`src/rtl/rv_pkg.sv`:
```
// rtl/rv_pkg.sv - shared register-file types and constants for the writeback path
//
// Purpose: architectural constants and the writeback request record used by
// rf_writeback and its LSU result FIFO.
//   XLEN      data width
//   NREG      architectural register count (x0 hardwired zero)
//   REG_AW    register index width
//   reg_idx_t register index
//   wb_req_t  {rd, data} writeback request
package rv_pkg;

    localparam int XLEN   = 32;
    localparam int NREG   = 32;
    localparam int REG_AW = 5;

    typedef logic [REG_AW-1:0] reg_idx_t;

    typedef struct packed {
        reg_idx_t        rd;
        logic [XLEN-1:0] data;
    } wb_req_t;

endpackage

```
`src/rtl/wb_fifo.sv`:
```
// rtl/wb_fifo.sv - synchronous FIFO of writeback requests for LSU load results
//
// Purpose: holds LSU load results until the write port is free.
// Ports:
//   clk, rst_n  clock, asynchronous active-low reset (pointers/count only)
//   push        write push_data (ignored while full)
//   push_data   request to enqueue
//   pop         drop the head entry (ignored while empty)
//   head        oldest entry, valid while !empty
//   full        DEPTH entries held
//   empty       no entries held
//   count       number of entries held
module wb_fifo
    import rv_pkg::*;
#(
    parameter int DEPTH = 2
) (
    input  logic                     clk,
    input  logic                     rst_n,
    input  logic                     push,
    input  wb_req_t                  push_data,
    input  logic                     pop,
    output wb_req_t                  head,
    output logic                     full,
    output logic                     empty,
    output logic [$clog2(DEPTH):0]   count
);

    localparam int PW = $clog2(DEPTH);
    localparam int CW = PW + 1;

    wb_req_t         mem [DEPTH];
    logic [PW-1:0]   wr_ptr;
    logic [PW-1:0]   rd_ptr;
    logic            do_push;
    logic            do_pop;

    assign full    = (count == CW'(DEPTH));
    assign empty   = (count == '0);
    assign do_push = push && !full;
    assign do_pop  = pop && !empty;
    assign head    = mem[rd_ptr];

    // Storage needs no reset: entries are only read while counted as valid.
    always_ff @(posedge clk) begin
        if (do_push) begin
            mem[wr_ptr] <= push_data;
        end
    end

    // DEPTH is a power of two, so the pointers wrap by natural overflow.
    always_ff @(posedge clk or negedge rst_n) begin
        if (!rst_n) begin
            wr_ptr <= '0;
            rd_ptr <= '0;
            count  <= '0;
        end else begin
            if (do_push) begin
                wr_ptr <= wr_ptr + PW'(1);
            end
            if (do_pop) begin
                rd_ptr <= rd_ptr + PW'(1);
            end
            case ({do_push, do_pop})
                2'b10:   count <= count + CW'(1);
                2'b01:   count <= count - CW'(1);
                default: count <= count;
            endcase
        end
    end

endmodule

```
`src/rtl/rf_writeback.sv`:
```
// rtl/rf_writeback.sv - register-file write port arbiter, load scoreboard and operand bypass
//
// Purpose: sole driver of the regfile we3/wa3/wd3 port. ALU results win the
// port; queued LSU load data is written when the ALU is idle. A busy vector
// tracks registers with loads in flight so decode can stall.
// Build option: define WB_BYPASS_EN to forward the registered write to the
// EX operands; without it operands pass straight through and stall also
// covers a source matching the pending write.
// Ports:
//   clk, rst_n                   clock, asynchronous active-low reset
//   alu_valid/alu_rd/alu_data    ALU result (never back-pressured)
//   ld_issue/ld_rd               load issue, marks ld_rd busy
//   lsu_valid/lsu_ready/lsu_rd/lsu_data  LSU load result handshake
//   rf_we/rf_wa/rf_wd            registered regfile write port
//   chk_ra1/chk_ra2/chk_rd       decode operand/destination indices
//   stall                        decode hazard stall
//   busy                         scoreboard vector
//   rf_rd1/rf_rd2                regfile read data
//   byp_rd1/byp_rd2              operands to EX
module rf_writeback
    import rv_pkg::*;
#(
    parameter int LSU_DEPTH = 2
) (
    input  logic              clk,
    input  logic              rst_n,
    input  logic              alu_valid,
    input  logic [REG_AW-1:0] alu_rd,
    input  logic [XLEN-1:0]   alu_data,
    input  logic              ld_issue,
    input  logic [REG_AW-1:0] ld_rd,
    input  logic              lsu_valid,
    output logic              lsu_ready,
    input  logic [REG_AW-1:0] lsu_rd,
    input  logic [XLEN-1:0]   lsu_data,
    output logic              rf_we,
    output logic [REG_AW-1:0] rf_wa,
    output logic [XLEN-1:0]   rf_wd,
    input  logic [REG_AW-1:0] chk_ra1,
    input  logic [REG_AW-1:0] chk_ra2,
    input  logic [REG_AW-1:0] chk_rd,
    output logic              stall,
    output logic [NREG-1:0]   busy,
    input  logic [XLEN-1:0]   rf_rd1,
    input  logic [XLEN-1:0]   rf_rd2,
    output logic [XLEN-1:0]   byp_rd1,
    output logic [XLEN-1:0]   byp_rd2
);

    // Occupancy is kept for debug visibility; full/empty drive the control.
    logic [$clog2(LSU_DEPTH):0] fifo_level_unused;
    logic                       fifo_full;
    logic                       fifo_empty;
    wb_req_t                    fifo_head;
    wb_req_t                    fifo_in;
    logic                       fifo_push;
    logic                       fifo_pop;

    logic                       ready_en;
    logic                       alu_win;
    logic [NREG-1:0]            busy_set;
    logic [NREG-1:0]            busy_clr;
    logic                       sb_hit;
    logic                       fwd1;
    logic                       fwd2;

    // lsu_ready stays low through reset and the cycle of release.
    always_ff @(posedge clk or negedge rst_n) begin
        if (!rst_n) begin
            ready_en <= 1'b0;
        end else begin
            ready_en <= 1'b1;
        end
    end

    assign lsu_ready = ready_en && !fifo_full;
    assign fifo_push = lsu_valid && lsu_ready;
    assign fifo_in   = '{rd: lsu_rd, data: lsu_data};

    // An ALU write to x0 does not claim the port, so the FIFO may drain then.
    assign alu_win  = alu_valid && (alu_rd != '0);
    assign fifo_pop = !alu_win && !fifo_empty;

    wb_fifo #(
        .DEPTH (LSU_DEPTH)
    ) u_lsu_fifo (
        .clk       (clk),
        .rst_n     (rst_n),
        .push      (fifo_push),
        .push_data (fifo_in),
        .pop       (fifo_pop),
        .head      (fifo_head),
        .full      (fifo_full),
        .empty     (fifo_empty),
        .count     (fifo_level_unused)
    );

    // Write port register. A popped x0 load still leaves the FIFO but emits no write.
    always_ff @(posedge clk or negedge rst_n) begin
        if (!rst_n) begin
            rf_we <= 1'b0;
            rf_wa <= '0;
            rf_wd <= '0;
        end else if (alu_win) begin
            rf_we <= 1'b1;
            rf_wa <= alu_rd;
            rf_wd <= alu_data;
        end else if (!fifo_empty) begin
            rf_we <= (fifo_head.rd != '0);
            rf_wa <= fifo_head.rd;
            rf_wd <= fifo_head.data;
        end else begin
            rf_we <= 1'b0;
        end
    end

    always_comb begin
        busy_set = '0;
        busy_clr = '0;
        if (ld_issue && (ld_rd != '0)) begin
            busy_set[ld_rd] = 1'b1;
        end
        if (fifo_pop && (fifo_head.rd != '0)) begin
            busy_clr[fifo_head.rd] = 1'b1;
        end
    end

    // Set is applied after clear so a same-edge issue to the popped rd stays busy.
    always_ff @(posedge clk or negedge rst_n) begin
        if (!rst_n) begin
            busy <= '0;
        end else begin
            busy <= (busy & ~busy_clr) | busy_set;
        end
    end

    assign sb_hit = busy[chk_ra1] | busy[chk_ra2] | busy[chk_rd];
    assign fwd1   = rf_we && (rf_wa == chk_ra1) && (chk_ra1 != '0);
    assign fwd2   = rf_we && (rf_wa == chk_ra2) && (chk_ra2 != '0);

`ifdef WB_BYPASS_EN
    assign byp_rd1 = fwd1 ? rf_wd : rf_rd1;
    assign byp_rd2 = fwd2 ? rf_wd : rf_rd2;
    assign stall   = sb_hit;
`else
    // No forwarding path: a source matching the uncommitted write must wait a cycle.
    assign byp_rd1 = rf_rd1;
    assign byp_rd2 = rf_rd2;
    assign stall   = sb_hit | fwd1 | fwd2;
`endif

endmodule

```
`config.mk`:
```
export PLATFORM = sky130hd
export DESIGN_NAME = rf_writeback
export DESIGN_NICKNAME = d
export VERILOG_FILES = /design/src/rtl/rv_pkg.sv /design/src/rtl/wb_fifo.sv /design/src/rtl/rf_writeback.sv
export SDC_FILE = /design/constraint.sdc
export NUM_CORES = 1
export LEC_CHECK = 0
export ABC_AREA = 1
export BUFFER_PORTS_ARGS = -buffer_cell sky130_fd_sc_hd__buf_2
export CAP_MARGIN = 20
export CORE_ASPECT_RATIO = 0.7
export CORE_UTILIZATION = 45
export DETAILED_ROUTE_END_ITERATION = 10
export GPL_ROUTABILITY_DRIVEN = 0
export GPL_TIMING_DRIVEN = 0
export PLACE_DENSITY = 0.75
export SYNTH_ARGS = -nofsm -noshare
export SYNTH_HDL_FRONTEND = slang
export SYNTH_SLANG_ARGS = --single-unit
```
`constraint.sdc`:
```
create_clock -name clk -period 4.9 [get_ports clk]
set_clock_uncertainty 0.1 [all_clocks]
set_input_delay 0.49 -clock clk [delete_from_list [all_inputs] [get_ports clk]]
set_output_delay 0.49 -clock clk [all_outputs]
set_load 0.02 [all_outputs]
```
=== Word level (Yosys, flattened, before mapping) ===
Memory sizes are Yosys's and may differ from the RTL's.
Index checks and enable logic that the tools add are counted.

* $add $sub $neg: 4
* Order comparisons: 7
* Equal/unequal tests: 6
* Multiplexer cells: 21
* Bitwise gates (word level): 7
* Reductions and logical operators: 24

{| class="wikitable"
|+ Operators with widths
! operator !! count
|-
| two-way mux 32 bit || 4
|-
| bitwise AND 32 bit || 1
|-
| NOT 32 bit || 1
|-
| bitwise OR 32 bit || 1
|-
| < comparator 5 x 6 -> 1 bit, second input constant || 5
|-
| nonzero test 5 bit || 5
|-
| binary-select mux 1 bit (select 5 bit) || 3
|-
| logical AND 1 bit || 14
|-
| demux 1 bit (select 5 bit) || 2
|-
| equality test 5 bit || 2
|-
| >= comparator 5 x 1 -> 1 bit, second input constant || 2
|-
| two-way mux 5 bit || 2
|-
| two-way mux 1 bit || 9
|-
| equality test 2 bit, second input constant || 2
|-
| bitwise OR 1 bit || 4
|-
| one-hot mux 2 bit (2 select lines) || 1
|-
| logical NOT 1 bit || 3
|-
| adder 1 bit, second input constant || 2
|-
| adder 2 x 1 -> 2 bit, second input constant || 1
|-
| equality test 2 x 1 -> 1 bit, second input constant || 1
|-
| logical NOT 2 bit || 1
|-
| inequality test 2 x 1 -> 1 bit, second input constant || 1
|-
| nonzero test 2 bit || 1
|-
| subtractor 2 x 1 -> 2 bit, second input constant || 1
|}

* Bits in registers: 75
* RAM bits: 74
* Input port bits: 163
* Logic and storage cells: 78
* Memories kept: 1

{| class="wikitable"
|+ Memory list
! memory !! depth !! width !! read ports !! clocked after Yosys merged registers in !! write ports !! RTL line !! RTL
|-
| u_lsu_fifo.mem || 2 || 37 || 1 || 0 || 1 || wb_fifo.sv:32 || <nowiki>wb_req_t mem [DEPTH];</nowiki>
|}

=== Logic depth before layout (Yosys ltp) ===
Gate-level depths: netlist of the first run.

* Depth after elaboration: 9
* Mapped depth: 13

=== Modules after synthesis ===
Synthesis of the first run repeated with hierarchy kept, for this count alone.

* Cell total of the unflattened synthesis: 923
* Area total of the unflattened synthesis: 7728.7 um2

{| class="wikitable"
|+ By module, submodules not included
! module !! times used !! cells an instance !! area an instance (um2) !! sequential area each (um2)
|-
| rf_writeback || 1 || 697 || 4789.6 || 1776.7
|-
| wb_fifo || 1 || 226 || 2939.1 || 2322.2
|}

=== Worst setup path after synthesis of the first run ===
No wires, ideal clock.

* Path type: reg2reg
* From: register u_lsu_fifo.count[0]
* To: memory u_lsu_fifo.mem[0][0] in the netlist's numbering, enable pin
* Setup time: 431 ps
* Arrival: 2836 ps
* Path slack: 1533 ps
* Stages on the path, launching flop included: 5
* Path buffers: 0
* Clock period less this slack: 3367 ps
* Cells stage by stage: dfrtp_1 > inv_1 > a21boi_0 > nand2_1 > nor2_1

* Cells in the longest elaborated chain, start to end: 7

{| class="wikitable"
|+ RTL lines
! what !! RTL line !! RTL
|-
| start, declared || wb_fifo.sv:26 || <nowiki>output logic [$clog2(DEPTH):0] count</nowiki>
|-
| start signal, assigned || wb_fifo.sv:65 || <nowiki>2'b10: count <= count + CW'(1);</nowiki>
|-
| start signal, assigned || wb_fifo.sv:66 || <nowiki>2'b01: count <= count - CW'(1);</nowiki>
|-
| start signal, assigned || wb_fifo.sv:67 || <nowiki>default: count <= count;</nowiki>
|-
| equality test 2 bit || wb_fifo.sv:38 || <nowiki>assign full = (count == CW'(DEPTH));</nowiki>
|-
| logical NOT 1 bit || rf_writeback.sv:76 || <nowiki>assign lsu_ready = ready_en && !fifo_full;</nowiki>
|-
| logical AND 1 bit || rf_writeback.sv:76 ||
|-
| net lsu_ready || rf_writeback.sv:33 || <nowiki>output logic lsu_ready,</nowiki>
|-
| logical AND 1 bit || rf_writeback.sv:77 || <nowiki>assign fifo_push = lsu_valid && lsu_ready;</nowiki>
|-
| logical AND 1 bit || wb_fifo.sv:40 || <nowiki>assign do_push = push && !full;</nowiki>
|-
| two-way mux 1 bit || wb_fifo.sv:46 || <nowiki>if (do_push) begin</nowiki>
|-
| two-way mux 1 bit (implied by the code) || wb_fifo.sv:47 || <nowiki>mem[wr_ptr] <= push_data;</nowiki>
|-
| end, declared || wb_fifo.sv:32 ||
|}

The timed path passes the listed nets, and every way through them passes these cells.

=== Worst setup path after layout of the first run ===
* From: register busy[3]
* To: output port stall

* Cells in the longest elaborated chain, start to end: 6
* Elaborated cells between the ends (all ways): 10

{| class="wikitable"
|+ RTL lines
! what !! RTL line !! RTL
|-
| start, declared || rf_writeback.sv:43 || <nowiki>output logic [NREG-1:0] busy,</nowiki>
|-
| start signal, assigned || rf_writeback.sv:133 || <nowiki>busy <= (busy & ~busy_clr) | busy_set;</nowiki>
|-
| binary-select mux 1 bit (select 5 bit) || rf_writeback.sv:137 || <nowiki>assign sb_hit = busy[chk_ra1] | busy[chk_ra2] | busy[chk_rd];</nowiki>
|-
| two-way mux 1 bit (implied by the code) || rf_writeback.sv:137 ||
|-
| bitwise OR 1 bit || rf_writeback.sv:137 ||
|-
| bitwise OR 1 bit * || rf_writeback.sv:137 ||
|-
| bitwise OR 1 bit * (2 in a row) || rf_writeback.sv:149 || <nowiki>assign stall = sb_hit | fwd1 | fwd2;</nowiki>
|-
| end, declared || rf_writeback.sv:42 || <nowiki>output logic stall,</nowiki>
|}

Every way passes the cells marked *; elsewhere a longest branch is shown, timed or not. The select of a mux whose other input is x is not followed.

==> impl_metrics.yaml, run 1 <==
yosys:
  synthCells: 855
  async_reset_ff_share_pct: 50.3
  yosysMostFrequentCell: "nand2_1"
  syn_nets: 1019
  synthDistinctLibCells: 42
  synth_warnings: 0
  yosysTopAreaCell: "edfxtp_1"
  synth-seq-area-share_pct: 53.2
  yosysTopAreaCellShare_pct: 28.9
  syn_area_sq_um: 7700
  synth-edff-count: 74
  synth.area.top_cells: "edfxtp_1, dfrtp_1, nand2_1"
  ys_top_cells_by_count: "nand2_1, nand3_1, dfrtp_1, edfxtp_1, buf_4"
  synth_area_per_cell_sq_um: 9.01
  synth_flop_cell: "dfrtp_1"
  ys_seq_elements: 149
sta:
  relSlewSlack_pct: 63.3
  timing.hold.ws_ps: 156
  rsz0062_at_grt: "false"
  fin_crit_ps: 2440
  finalHoldViolCount: 0
  setup_viol: 0
  maxSlewViolCount: 0
  worstMarginPinSlew_ps: 550
  setup-tns-final_ps: 0
  fin_crit_sh_pct: 49.9
  clock.fmax_mhz: 409
  setup_ws_ps: 2460
outcome:
  status: "completed"
floorplanning:
  pin_count: 299
  dieArea_sq_um: 17600
  initial_core_util_pct: 46.6
  fp.dieW_microns: 158
  chipHeight_microns: 111
  core_area_sq_um: 16500
  rows: 39
grt:
  grt_max_degree: 59
  grt_pass1_wl_microns: 33000
  grt_overflow: 0
  grt_pass1_vias: 6281
  grt.total_usage_pct: 25.1
  antenna_found_initial: 1
critical_path:
  crit_type: "reg -> out"
  worstPathArrival_ps: 1850
  critPathCaptureType: "output pin"
  startpoint_type: "flop"
  worstPathMaxFanout: 3
  cp.required_ps: 4310
cells_and_area:
  stdcell_area_sq_um: 9820
  num_antenna_cells: 0
  finalNonFillerCells: 1348
  utilization_pct: 59.4
  drive_above_1_share_pct: 33.8
  nNetsFinal: 1274
  area_growth_pct: 27.6
clock_tree:
  worst_skew_pair.late_latency_ps: 420
  cts_setup_buffers: 0
  clk_pin_slew_worst_paths_ps: 70
  cts_tree: "yes"
  cts_max_level: 4
  root_buffer: "clkbuf_16"
  cts_max_path_buffers: 2
  cts_made_buffers: 17
  clock_sinks: 149
  ctsResizeCount: 0
  cts_hold_buf: 1
place:
  preCtsSetupSlack_ps: 2580
  placedCellCount: 1315
  dpl_cell_area_sq_um: 9230
  port_buffers: 232
  place_hpwl_microns: 16800
min_path:
  hp-class: "in -> reg"
power:
  vdd_drop_max_mv: 0.263
  power.total_mw: 5.27
  p_leak_nw: 4.70
  power_density_nw_per_um2: 537
drt:
  drc: 0
  wl_per_cell_microns: 16.1
  routed_via_density: 5.02
  num_vias: 6771
  ant_nets: 0
  drtIter0Drc: 562
  drt_wl_total_microns: 21700
  first_pass_iters: 5
job:
  maxCapViolCount: 0
-- cell type report --
| cell class | instances | area [sq um] |
|---|---|---|
| fill | 1501 | 6720 |
| sequential | 149 | 4100 |
| multi-input combinational | 534 | 2650 |
| timing repair buffer | 236 | 1240 |
| buffer | 94 | 678 |
| clock buffer | 17 | 425 |
| inverter | 78 | 294 |
| tap | 225 | 282 |
| clock inverter | 15 | 160 |
-- power by group --
part	switching, mW	total, mW	internal (mW)
Sequential	0.271	1.94	1.66
Clock	0.550	1.27	0.722
Combinational	1.39	2.06	0.670
Total	2.21	5.27	3.06
-- flip-flops by register name, summed over array words and instances, names as in the netlist --
register	cells
rf_wa	5
rf_wd	32
u_lsu_fifo.count	2
rf_we	1
busy	32
u_lsu_fifo.rd_ptr	1
ready_en	1
u_lsu_fifo.mem	74
u_lsu_fifo.wr_ptr	1
-- layer usage --
layer	track usage, %	wire (microns)	up-vias
li1	-	-	3311
met1	34.9	9380	3085
met2	37.9	9780	353
met3	8.33	2330	20
met4	6.09	197	2
met5	0	8	-
-- cells by family (layout without fill, tap and decap cells) --
logic type,Yosys count,after routing,share of synthesized area (%)
AOI/OAI and AO/OA,119,119,9.81
xor gates and xnor gates,7,7,0.796
adders and majority gates,1,1,0.162
buffers and inverters,172,440,12.6
DFF,149,149,53.2
muxes,15,15,1.95
other,1,1,0.0487
and+or+nand+nor,391,391,21.4
-- critical path, cell delays in order, from the launching register on --
cell	delay (ps)
dfrtp_1	430
inv_1	180
nand2_1	80
nand3_1	100
nand2_1	50
nand2_1	60
nand3_1	60
nand3_1	100
nand2_1	50
nor2_1	90
nand2_1	70
buf_2	160
-- placed cells by master (no fill, tap or decap), types with 5 or more instances in the layout --
master,instances
inv_2,9
o21ai_0,50
nor2_1,64
mux2i_1,15
dfrtp_1,75
clkbuf_1,7
inv_6,5
clkbuf_16,17
o311ai_1,15
buf_4,74
nand3_1,77
o21ai_1,10
buf_2,239
nand2_1,229
a21oi_1,7
edfxtp_1,74
inv_1,67
o211ai_1,23
-- final timing paths --
path	from	to	slack, ps	cells past startpoint
setup / recovery	busy[3]$_DFF_PN0_	stall	2460	11
hold / removal	lsu_data[14]	u_lsu_fifo.mem[0][14]$_DFFE_PP_	160	1
setup reg to reg	u_lsu_fifo.count[0]$_DFFE_PN0P_	u_lsu_fifo.mem[0][4]$_DFFE_PP_	2950	5
hold reg to reg	rf_wd[1]$_DFFE_PN0P_	rf_wd[1]$_DFFE_PN0P_	400	2
max in group asynchronous	rst_n	rf_wd[9]$_DFFE_PN0P_	3690	3
min in group asynchronous	rst_n	rf_wd[24]$_DFFE_PN0P_	400	2
No activity file was read; power rests on OpenSTA's default activity.
==> run 2, diff against run 1 <==
--- a/config.mk
+++ b/config.mk
@@ -13,7 +13,7 @@
 export DETAILED_ROUTE_END_ITERATION = 10
 export GPL_ROUTABILITY_DRIVEN = 0
 export GPL_TIMING_DRIVEN = 0
-export PLACE_DENSITY = 0.75
+export PLACE_DENSITY = 0.78
 export SYNTH_ARGS = -nofsm -noshare
 export SYNTH_HDL_FRONTEND = slang
 export SYNTH_SLANG_ARGS = --single-unit
==> constraint.sdc (replaced) <==
create_clock -name clk -period 2.1 [get_ports clk]
set_clock_uncertainty 0.1 [all_clocks]
set_input_delay 0.21 -clock clk [delete_from_list [all_inputs] [get_ports clk]]
set_output_delay 0.21 -clock clk [all_outputs]
set_load 0.02 [all_outputs]
==> run 2 against run 1 <==
Net effect:
- the flow now finishes with violations (negative setup slack)
- largest power group unchanged
- routed wire length grew 11%
- worst setup slack lost 2500 ps
- clock power grew to 2.7 times the previous value
- combinational power grew to 2.5 times the previous value
==> impl_metrics.yaml, run 2 (synthesis gave the netlist of run 1 again) <==
min_path:
  hp-class: "in -> reg"
power:
  comb_power_share_pct: 39.4
  p_int_mw: 7.84
  power_frac_seq_pct: 34.8
  switching_power_mw: 5.37
  switching_share_pct: 40.6
  vdd_drop_max_mv: 0.640
  power.total_mw: 13.2
  p_leak_nw: 5.09
  power_density_nw_per_um2: 1220
  clkPwrFrac_pct: 25.9
sta:
  rsz0062_at_grt: "true"
  setup-tns-final_ps: -46.6
  relSlewSlack_pct: 60.4
  fin_crit_ps: 2150
  fin_crit_sh_pct: 102
  clock.fmax_mhz: 466
  worstMarginPinSlew_ps: 594
  finalHoldViolCount: 0
  setup_viol: 1
  setup_ws_ps: -46.6
  maxSlewViolCount: 0
clock_tree:
  clk_pin_slew_worst_paths_ps: 60
  cts_max_path_buffers: 2
  cts_max_level: 4
  worst_skew_pair.late_latency_ps: 420
  root_buffer: "clkbuf_16"
  cts_made_buffers: 17
  clock_sinks: 149
  cts_tree: "yes"
cells_and_area:
  drive_above_1_share_pct: 35.3
  area_growth_pct: 40.4
  top_register: "u_lsu_fifo.mem"
  nNetsFinal: 1361
  fillCellCount: 1335
  reg_top3: "u_lsu_fifo.mem (74), busy (32), rf_wd (32)"
  layout_common_cells: "buf_2, nand2_1, buf_4"
  largest_reg_flops: 74
  layout_commonest_cell: "buf_2"
grt:
  grt_max_degree: 52
  grt_use_met2_pct: 43.4
  grt_pass1_vias: 6822
  grt_overflow: 0
  grt.total_usage_pct: 27.7
  met1_usage_pct: 37.2
  grt_pass1_wl_microns: 36600
  antenna_found_initial: 1
  grt.met3_usage_pct: 8.02
  busiest_layer: "met2"
drt:
  drt_wl_total_microns: 24100
  routed_via_density: 5.12
  drc: 0
  drtIter0Drc: 806
  num_vias: 7346
  wl_per_cell_microns: 16.8
  ant_nets: 0
  first_pass_iters: 7
outcome:
  failed_checks: "negative setup slack"
  status: "finished, violations left"
place:
  preCtsSetupSlack_ps: -200
  port_buffers: 232
  place_hpwl_microns: 16900
floorplanning:
  core_area_sq_um: 16500
  pin_count: 299
  initial_core_util_pct: 46.6
  fp.dieW_microns: 158
  chipHeight_microns: 111
  dieArea_sq_um: 17600
  rows: 39
critical_path:
  worstPathArrival_ps: 1840
  worstPathMaxFanout: 3
  timing.rr.start: "u_lsu_fifo.count[1]$_DFFE_PN0P_"
  reg2reg_depth: 8
  critPathCaptureType: "output pin"
  crit_start: "busy[17]$_DFF_PN0_"
  cp.required_ps: 1790
  crit_type: "reg -> out"
  ff2ff_setup_slack_ps: 220
  cp-endpoint: "stall"
  startpoint_type: "flop"
  r2r-end: "u_lsu_fifo.count[1]$_DFFE_PN0P_"
job:
  maxCapViolCount: 0
[run 2: changes by cell type in the layout (fill, tap and decap cells not counted), sizes merged]
cell,previous run,this run
inv,85,81
bufinv,1,5
clkinv,6,4
buf,320,328
dlygate4sd3,1,80
clkbuf,26,28
diode,0,1
[run 2: what timing repair did]
action	CTS	global route
resized for setup	24	20
endpoints found under the hold margin	142	0
hold buffers	80	0
setup buffers	3	5
setup endpoints to repair	75	2
pin swaps	1	6
[run 2: cell type report]
type                    count  area (sq um)  share of cell area (%)
flip-flops and latches    149          4100                    38.0
multi-input cells         534          2690                    24.9
repair buffers            323          2100                    19.4
plain buffers              94           678                    6.27
clock buffers              19           443                    4.10
inverters                  78           297                    2.74
well taps                 225           282                    2.60
clock inverters            13           218                    2.01
diodes                      1          2.50                  0.0232
[run 2: power groups by stage]
stage / registers [mW] / logic (mW) / clock network [mW]
after CTS: 4.55 / 4.97 / 3.44
after global routing: 4.64 / 5.62 / 3.57
after global placement: 4.54 / 4.66 / 0
after floorplan: 5.07 / 2.40 / 0
final: 4.60 / 5.20 / 3.42
after detailed placement: 4.56 / 4.76 / 0
[run 2: worst min-delay path by stage]
stage / start / to / slack [ps] / cells after the start
4_1_cts: ld_rd[1] / busy[3]$_DFF_PN0_ / 20 / 3
5_1_grt: ld_rd[1] / busy[3]$_DFF_PN0_ / 40 / 3
6_report: ld_rd[0] / busy[3]$_DFF_PN0_ / 40 / 3
2_1_floorplan: rst_n / busy[0]$_DFF_PN0_ / -190 / 0
3_3_place_gp: lsu_data[6] / u_lsu_fifo.mem[0][6]$_DFFE_PP_ / 300 / 1
3_5_place_dp: rst_n / busy[0]$_DFF_PN0_ / 60 / 1
[run 2: critical path, cell delays in order, from the launching register on]
cell and delay (ps):
dfrtp_1 420, inv_2 120, buf_4 120, nand2_1 40, nand3_1 70, nand2_1 50, nand2_1 50, nand3_1 70
nand3_2 80, nand2_1 60, nor2_1 120, nand2_2 80, buf_6 130
[run 2: layer usage]
layer  routed length (microns)  up-vias
met5                         0        -
met4                       512        0
met3                      2180       43
met2                     11100      404
met1                     10300     3410
li1                          -     3489
[run 2: per-stage QoR]
| stage | util [%] | instances | hold slack [ps] | area [sq um] |
|---|---|---|---|---|
| 2_1_floorplan | - | 855 | -186 | 7720 |
| 5_1_grt | 65.3 | 1436 | 40.3 | 10800 |
| 3_5_place_dp | 55.6 | 1313 | 61.7 | 9190 |
| 6_report | 65.3 | 1436 | 35.9 | 10800 |
| 3_3_place_gp | 55.4 | 1312 | 297 | 9160 |
| 4_1_cts | 64.6 | 1428 | 17.0 | 10700 |
==> run 3, diff against run 2 <==
--- a/config.mk
+++ b/config.mk
@@ -13,7 +13,9 @@
 export DETAILED_ROUTE_END_ITERATION = 10
 export GPL_ROUTABILITY_DRIVEN = 0
 export GPL_TIMING_DRIVEN = 0
+export MAX_ROUTING_LAYER = met4
 export PLACE_DENSITY = 0.78
+export SETUP_SLACK_MARGIN = 0.15
 export SYNTH_ARGS = -nofsm -noshare
 export SYNTH_HDL_FRONTEND = slang
 export SYNTH_SLANG_ARGS = --single-unit
==> run 3 against run 2 <==
Net effect:
- the flow still finishes with violations (negative setup slack)
- critical path depth is 1 higher
- core utilization hardly changed
- cell area hardly changed
- final cell count is 0.56% higher
- non-clock buffer count is 7 higher
- hold slack better by 18 ps
- routed wire length is 2.1% lower
- critical path type unchanged
- via count is 0.12% lower
==> impl_metrics.yaml, run 3 (synthesis gave the netlist of run 1 again) <==
outcome:
  status: "finished, violations left"
  failed_checks: "negative setup slack"
critical_path:
  cp-endpoint: "stall"
  path_cells: "inv_2 -> nand2_1 -> nand3_1 -> nand2_1 -> nand2_1 -> nand2_1 -> inv_1 -> nand2_1 -> nand2_1 -> nand2_1 -> nor2_1 -> nand2_1 -> buf_6"
  r2r-end: "u_lsu_fifo.mem[1][13]$_DFFE_PP_"
  cp.required_ps: 1790
  crit_type: "reg -> out"
  ff2ff_setup_slack_ps: 270
  worst_path_max_delay_cell: "dfrtp_1"
  crit_top_cell: "nand2_1"
  worstPathMaxFanout: 3
  cpLargestDelayFamily: "simple AND/OR/NAND/NOR gates"
  crit_start: "busy[21]$_DFF_PN0_"
  reg2reg_depth: 5
  max_stage_delay_ps: 430
  cp.depth: 13
  critPathCaptureType: "output pin"
  critPathBufInv: 3
  timing.rr.start: "u_lsu_fifo.count[0]$_DFFE_PN0P_"
  startpoint_type: "flop"
  worstPathArrival_ps: 1800
drt:
  num_vias: 7337
  wl_per_cell_microns: 16.3
  drtIter0Drc: 674
  routed_via_density: 5.08
  first_pass_iters: 5
  ant_nets: 0
  drt_wl_total_microns: 23600
  drc: 0
sta:
  worstMarginPinSlew_ps: 610
  clock.fmax_mhz: 474
  fin_crit_sh_pct: 101
  finalHoldViolCount: 0
  setup_viol: 1
  rsz0062_at_grt: "true"
  fin_crit_ps: 2110
  setup_ws_ps: -11.9
  maxSlewViolCount: 0
  relSlewSlack_pct: 59.3
clock_tree:
  clk_pin_slew_worst_paths_ps: 70
  cts_max_level: 4
  root_buffer: "clkbuf_16"
  cts_made_buffers: 17
  worst_skew_pair.late_latency_ps: 420
  cts_tree: "yes"
  cts_max_path_buffers: 2
  clock_sinks: 149
cells_and_area:
  layout_common_cells: "buf_2, nand2_1, buf_4"
  top_register: "u_lsu_fifo.mem"
  reg_top3: "u_lsu_fifo.mem (74), busy (32), rf_wd (32)"
  finalNonFillerCells: 1444
  utilization_pct: 65.3
  largest_reg_flops: 74
  area_growth_pct: 40.3
  drive_above_1_share_pct: 36.0
  layout_commonest_cell: "buf_2"
  nNetsFinal: 1369
grt:
  grt_pass1_vias: 7005
  grt_max_degree: 50
  grt_overflow: 0
  grt.total_usage_pct: 27.9
  antenna_found_initial: 1
  grt_pass1_wl_microns: 35900
place:
  preCtsSetupSlack_ps: -173
  place_hpwl_microns: 16900
  placedCellCount: 1313
  port_buffers: 232
floorplanning:
  pin_count: 299
  fp.dieW_microns: 158
  chipHeight_microns: 111
  dieArea_sq_um: 17600
  core_area_sq_um: 16500
  rows: 39
  initial_core_util_pct: 46.6
power:
  p_leak_nw: 5.09
  vdd_drop_max_mv: 0.710
  power_density_nw_per_um2: 1180
min_path:
  hp-class: "in -> reg"
  hold_start: "ld_rd[0]"
job:
  maxCapViolCount: 0
-- run 3: cell count changes in the layout (fill, tap and decap cells not counted), sizes merged --
cell         delta
clkinv          -1
dlygate4sd3     +2
clkbuf          -2
nor2            +1
inv             +7
buf             +6
bufinv          -5
-- run 3: per-stage QoR --
stage	area, sq um	TNS (ps)	hold WS, ps	power (mW)
CTS	10600	-7640	6.59	12.4
global route	10800	-100	73.9	13.4
detailed placement	9200	-11070	83.6	9.30
floorplan	7730	0	-186	7.48
global placement	9170	-6860	297	9.20
finish	10800	-11.9	54.3	12.7
-- run 3: worst min-delay path by stage --
stage	to	slack, ps	cells after the start
detailed placement	busy[0]$_DFF_PN0_	80	1
finish	busy[3]$_DFF_PN0_	50	3
global route	busy[20]$_DFF_PN0_	70	4
floorplan	busy[0]$_DFF_PN0_	-190	0
global placement	u_lsu_fifo.mem[0][12]$_DFFE_PP_	300	1
CTS	busy[3]$_DFF_PN0_	7	3
-- run 3: worst reg2reg max path: cells and delay by family (launching register included) --
kind	cells	cell delay, ps
and+or+nand+nor	2	530
AOI/OAI and AO/OA	1	170
buffers and inverters	2	280
DFF	1	440
-- run 3: area by class of cell --
cell class,count,area [sq um]
fillers,1360,5740
flip-flops and latches,149,4110
multi-input cells,535,2700
repair buffers,330,2160
plain buffers,94,678
clock buffers,18,439
inverters,78,298
well taps,225,282
clock inverters,14,133
diodes,1,2.50
-- run 3: power breakdown --
part           switching (mW)  total [mW]  internal [mW]
clock                    1.33        2.93           1.60
sequential              0.674        4.57           3.90
combinational            3.41        5.24           1.83
total                    5.41        12.7           7.34
-- run 3: repair_timing --
action	4_1_cts	5_1_grt
setup buffers	2	11
resized for setup	23	29
endpoints found under the hold margin	141	0
cloned	0	1
hold buffers	82	0
pin swaps	2	8
endpoints found under the setup margin	76	44
-- run 3: layer usage --
| layer | vias up | global-route usage, % | share of wire, % |
|---|---|---|---|
| met3 | 43 | 6.03 | 9.5 |
| met2 | 397 | 41.3 | 46 |
| met1 | 3390 | 37.8 | 43 |
| met4 | 0 | 9.55 | 2.0 |
| met5 | - | - | 0 |
| li1 | 3507 | - | - |
